## config.mk

```make
export PLATFORM = sky130hd
export DESIGN_NAME = recall_arbiter
export DESIGN_NICKNAME = d
export VERILOG_FILES = /design/src/rtl/gouram_trace_pkg.sv /design/src/rtl/recall_arbiter_rr_pick.sv /design/src/rtl/recall_arbiter.sv
export SDC_FILE = /design/constraint.sdc
export NUM_CORES = 1
export LEC_CHECK = 0
export CAP_MARGIN = 20
export CORE_UTILIZATION = 34
export DETAILED_ROUTE_END_ITERATION = 10
export PLACE_DENSITY = 0.75
export SLEW_MARGIN = 20
export SYNTH_ARGS = -nofsm -noshare
export SYNTH_HDL_FRONTEND = slang
export SYNTH_SLANG_ARGS = --single-unit
```

## constraint.sdc

```tcl
create_clock -name clk -period 2.9 [get_ports clk]
set_input_delay 0.29 -clock clk [delete_from_list [all_inputs] [get_ports clk]]
set_output_delay 0.29 -clock clk [all_outputs]
set_load 0.01 [all_outputs]
```

## src/rtl/gouram_trace_pkg.sv

```systemverilog
// Shared types for the trace recall arbiter.
// RECALL_ARB_STATS_EN enables the per-requester stat outputs.
package gouram_trace_pkg;

  typedef enum logic {
    IDLE = 1'b0,
    WAIT = 1'b1
  } arb_state_e;

  localparam logic RECALL_ERR_DATA = 1'b0;

`ifdef RECALL_ARB_STATS_EN
  localparam bit STATS_EN = 1'b1;
`else
  localparam bit STATS_EN = 1'b0;
`endif

  function automatic logic in_range(
    input logic [31:0] q,
    input int unsigned depth
  );
    return (q[31] == 1'b0) && (q < 32'(depth));
  endfunction

endpackage

```

## src/rtl/recall_arbiter_rr_pick.sv

```systemverilog
// Combinational round-robin picker: first set
// request at or above ptr, wrapping around.
module rr_pick #(
  parameter int N  = 3,
  parameter int IW = $clog2(N)
) (
  input  logic [N-1:0]  req,
  input  logic [IW-1:0] ptr,
  output logic          any,
  output logic [IW-1:0] idx
);

  int j;

  always_comb begin
    any = |req;
    idx = '0;
    j   = 0;
    // descend so the nearest hit to ptr lands last
    for (int k = N - 1; k >= 0; k--) begin
      j = (int'(ptr) + k) % N;
      if (req[j]) idx = IW'(j);
    end
  end

endmodule

```

## src/rtl/recall_arbiter.sv

```systemverilog
// Round-robin sharing of the tracker recall port.
// RECALL_ARB_STATS_EN adds stat_grants/stat_max_wait.
module recall_arbiter
  import gouram_trace_pkg::*;
#(
  parameter int N_REQ          = 3,
  parameter int SIG_WIDTH      = 32,
  parameter int DEPTH          = 256,
  parameter int RECALL_LATENCY = 1
) (
  input  logic                         clk,
  input  logic                         rst,
  input  logic [N_REQ-1:0]             req_valid,
  input  logic [N_REQ-1:0][31:0]       req_cycles_back,
  output logic [N_REQ-1:0]             req_ack,
  output logic                         rsp_valid,
  output logic [$clog2(N_REQ)-1:0]     rsp_id,
  output logic [SIG_WIDTH-1:0]         rsp_data,
  output logic                         rsp_err,
  output logic [31:0]                  trk_cycles_back,
  output logic                         trk_recalculate,
  input  logic [SIG_WIDTH-1:0]         trk_recall
`ifdef RECALL_ARB_STATS_EN
  ,
  output logic [N_REQ-1:0][15:0]       stat_grants,
  output logic [N_REQ-1:0][15:0]       stat_max_wait
`endif
);

  localparam int IW = $clog2(N_REQ);
  localparam int CW = $clog2(RECALL_LATENCY + 1) + 1;

  arb_state_e    state, state_nx;
  logic [IW-1:0] rr_ptr, grant_id, win;
  logic [CW-1:0] cnt;
  logic          any, err_pend;
  logic          cap, cap_ok, cap_err, done;

  rr_pick #(.N(N_REQ), .IW(IW)) u_pick (
    .req (req_valid),
    .ptr (rr_ptr),
    .any (any),
    .idx (win)
  );

  always_ff @(posedge clk or posedge rst) begin
    if (rst) state <= IDLE;
    else     state <= state_nx;
  end

  always_comb begin
    state_nx = state;
    unique case (state)
      IDLE: if (cap_ok) state_nx = WAIT;
      WAIT: if (done)   state_nx = IDLE;
      default:          state_nx = IDLE;
    endcase
  end

  // the acked requester still holds valid for one cycle
  always_comb begin
    cap     = (state == IDLE) && any && !(|req_ack);
    cap_ok  = cap && in_range(req_cycles_back[win], DEPTH);
    cap_err = cap && !cap_ok;
    done    = (state == WAIT) && (cnt == '0);
  end

  always_ff @(posedge clk or posedge rst) begin
    if (rst) begin
      req_ack         <= '0;
      rsp_valid       <= 1'b0;
      rsp_id          <= '0;
      rsp_data        <= '0;
      rsp_err         <= 1'b0;
      trk_cycles_back <= '0;
      trk_recalculate <= 1'b0;
      rr_ptr          <= '0;
      grant_id        <= '0;
      cnt             <= '0;
      err_pend        <= 1'b0;
    end else begin
      req_ack         <= '0;
      rsp_valid       <= 1'b0;
      rsp_err         <= 1'b0;
      trk_recalculate <= 1'b0;
      err_pend        <= cap_err;
      if (cap) begin
        grant_id     <= win;
        req_ack[win] <= 1'b1;
        rr_ptr       <= (win == IW'(N_REQ - 1)) ? '0 : win + 1'b1;
      end
      if (cap_ok) begin
        trk_cycles_back <= req_cycles_back[win];
        trk_recalculate <= 1'b1;
        cnt             <= CW'(RECALL_LATENCY);
      end
      if ((state == WAIT) && !done) cnt <= cnt - 1'b1;
      if (done) begin
        rsp_valid <= 1'b1;
        rsp_id    <= grant_id;
        rsp_data  <= trk_recall;
      end
      if (err_pend) begin
        rsp_valid <= 1'b1;
        rsp_err   <= 1'b1;
        rsp_id    <= grant_id;
        rsp_data  <= {SIG_WIDTH{RECALL_ERR_DATA}};
      end
    end
  end

`ifdef RECALL_ARB_STATS_EN
  logic [N_REQ-1:0][15:0] wcnt;

  for (genvar i = 0; i < N_REQ; i++) begin : g_stat
    always_ff @(posedge clk or posedge rst) begin
      if (rst) begin
        wcnt[i]          <= '0;
        stat_grants[i]   <= '0;
        stat_max_wait[i] <= '0;
      end else begin
        if (req_ack[i] && stat_grants[i] != 16'hFFFF)
          stat_grants[i] <= stat_grants[i] + 16'd1;
        if (cap && win == IW'(i)) begin
          if (wcnt[i] > stat_max_wait[i]) stat_max_wait[i] <= wcnt[i];
          wcnt[i] <= '0;
        end else if (req_valid[i] && !req_ack[i]
                     && wcnt[i] != 16'hFFFF) begin
          wcnt[i] <= wcnt[i] + 16'd1;
        end
      end
    end
  end
`endif

endmodule

```

==> flow_summary.yaml <==
run_status:
  status: "finished, final reports clean"
worst_setup_path:
  reg2reg_slack_ps: 30
  crit_type: "register to register"
  ff2ff_path_depth: 10
  crit_family: "simple AND/OR/NAND/NOR gates"
  r2r_end: "trk_cycles_back[0]"
  cp_slowest_cell: "or4_4"
  worstPathCellList: "buf_4 > ha_4 > nand2b_4 > and3b_2 > o31ai_4 > mux2i_1 > nor2_1 > or4_4 > buf_12 > mux2_4"
  cp_max_fo: 13
  r2r-start: "rr_ptr[0]"
  cp_num_buf_inv: 2
  crit_cells: 10
  startpoint: "rr_ptr[0]"
  cp.required_ps: 3140
  cp-endpoint: "trk_cycles_back[0]"
  crit_path_max_incr_delay_ps: 530
  critPathLaunchType: "register"
  setup.worst_path.end_class: "register"
  cp_data_arrival_time_ps: 3110
logic_synthesis:
  postSynthCellCount: 274
  syn_area_per_cell_um2: 12.2
  syn-cell-area_um2: 3340
  synth_nets: 411
  synth_ff_type: "dfrtp_1"
  yosys_warnings: 0
  ys_seq_area_share_pct: 59.9
  synthArstFlopShare_pct: 100
  synth_edf_count: 0
  synth.ff_latch_count: 80
  synthDistinctLibCells: 32
layout:
  final_nets: 631
  mostFrequentLayoutCells: "clkdlybuf4s50_1, dfrtp_1, a22o_1"
  num_antenna_cells: 0
  area_growth_syn_to_layout_pct: 77.5
  drive_above_1_share_pct: 12.4
  layout_commonest_cell: "clkdlybuf4s50_1"
power:
  total_power_mw: 3.70
  power_density_nw_per_um2: 624
  p_leak_nw: 2.62
  irDropWorstVdd_uv: 277
floorplan:
  rows: 35
  start_util_pct: 35.6
  die-area_um2: 10200
  design.core.area_um2: 9370
  die_y_um: 101
  die_x_um: 101
  ios: 205
timing:
  fin_skew_ps: 11.9
  relSlewSlack_pct: 46.7
  finalMaxSlewViolations: 0
  setup_viol_count_final: 0
  grt_setup_unrepaired: "true"
  fin_crit_ps: 2870
  hold_violations: 0
  hold_ws_ps: 354
  worstMarginPinSlew_ps: 800
  fmax_mhz: 348
  setup_slack_ps: 26.4
  tns_ps: 0
  fin_crit_sh_pct: 99.1
detailed_routing:
  totalWireLength_um: 9710
  vias_per_cell: 4.71
  wl_per_cell_um: 15.5
  dr.pass1.iters: 4
  initialDrtViolationCount: 47
  via_count: 2959
  drtAntennaViolNets: 0
  route.detailed.drc: 0
placement:
  pre_cts_ws_ps: -193
  dp_hpwl_um: 7360
  io_buffers: 204
  place_congestion: 0.873
cts:
  hold_buffers: 0
  insertion_delay_ps: 350
  cts-root-buf: "clkbuf_8"
  cts_max_path_buffers: 2
  cts.sinks: 80
  cts_tree: "built"
  path_clk_slew_ps: 90
  numCtsBuffers: 9
  h-tree-depth: 3
grt:
  grt_max_degree: 42
  grt_use_total_pct: 19.3
  antenna_found_initial: 0
  grt_pass1_vias: 3155
  grt_pass1_wl_um: 15300
  grt_overflow_total: 0
min_path:
  hp-class: "primary input to async pin"
run:
  drv_cap: 0
==> cell type report <==
class | count | area, µm²
timing repair buffer | 223 | 2230
multi-input combinational | 174 | 1310
inverter | 6 | 23.8
clock inverter | 6 | 66.3
fill | 770 | 3440
clock buffer | 10 | 138
sequential | 80 | 2000
tap | 129 | 161
==> through the flow <==
step / cell area, µm² / util, % / cells
floorplan: 3340 / - / 274
global placement: 5640 / 60.1 / 610
detailed placement: 5640 / 60.1 / 610
CTS: 5880 / 62.7 / 628
global route: 5930 / 63.3 / 628
finish: 5930 / 63.3 / 628
==> how the worst min path moves through the flow <==
stage | slack, ps | from | depth (start not counted) | endpoint
2_1_floorplan | 380 | err_pend | 0 | rsp_err
3_3_place_gp | 430 | err_pend | 0 | rsp_err
3_5_place_dp | 430 | err_pend | 0 | rsp_err
4_1_cts | 370 | rst | 2 | trk_cycles_back[30]
5_1_grt | 400 | rst | 2 | trk_cycles_back[25]
6_report | 350 | rst | 2 | trk_cycles_back[24]
==> routing by layer <==
layer | up-vias | global-route usage [%] | part of all wire (%)
li1 | 1431 | - | -
met3 | 14 | 6.31 | 7.4
met5 | - | 0 | 0
met2 | 122 | 33.3 | 49
met4 | 0 | 5.35 | 1.4
met1 | 1392 | 23.2 | 42
==> state kept, by name, indices dropped and copies added (netlist names), 2 cells and up <==
signal and flops:
grant_id 2, cnt 2, rsp_id 2, trk_cycles_back 32, rr_ptr 2, rsp_data 32, req_ack 3
==> report_power, final <==
part           leakage (nW)  internal [mW]  switching, mW  total (mW)
Sequential             1.09           1.26         0.0811        1.35
Clock                 0.107          0.424          0.402       0.826
Combinational          1.42          0.820          0.708        1.53
==> timing repair <==
item	CTS	global route
resized for setup	5	10
buffers inserted	2	0
endpoints found under the setup margin	34	35
pin swaps	1	2
hold endpoints to repair	0	0
==> cells in the mapped netlist, types with 3 or more instances <==
| cell | n | area [µm²] |
|---|---|---|
| a21oi_1 | 4 | 20.0 |
| a22o_1 | 32 | 280 |
| and2_1 | 24 | 150 |
| clkbuf_1 | 11 | 41.3 |
| dfrtp_1 | 80 | 2000 |
| ha_1 | 4 | 50.1 |
| inv_1 | 6 | 22.5 |
| mux2_2 | 6 | 67.6 |
| mux2_4 | 5 | 75.1 |
| mux2i_1 | 10 | 100 |
| nand2_1 | 18 | 67.6 |
| nand2b_1 | 4 | 25.0 |
| nand3_1 | 4 | 20.0 |
| nor2_1 | 6 | 22.5 |
| nor3_1 | 5 | 25.0 |
| nor4_1 | 17 | 106 |
| o21ai_0 | 12 | 60.1 |
| or2_2 | 3 | 18.8 |
==> worst register-to-register path, cell delays in order, from the launching register on <==
cell and delay (ps):
dfrtp_1 380, buf_4 150, ha_4 190, nand2b_4 150
and3b_2 210, o31ai_4 350, mux2i_1 260, nor2_1 80
or4_4 530, buf_12 170, mux2_4 300
==> kinds of logic after synthesis <==
logic type / after synthesis / synth area share [%]
DFF: 80 / 59.9
muxes: 21 / 7.27
buffers and inverters: 20 / 2.73
and+or+nand+nor: 90 / 14.9
adders and majority gates: 4 / 1.50
AOI/OAI and AO/OA: 59 / 13.6
Power figures use the tool's default switching activity.
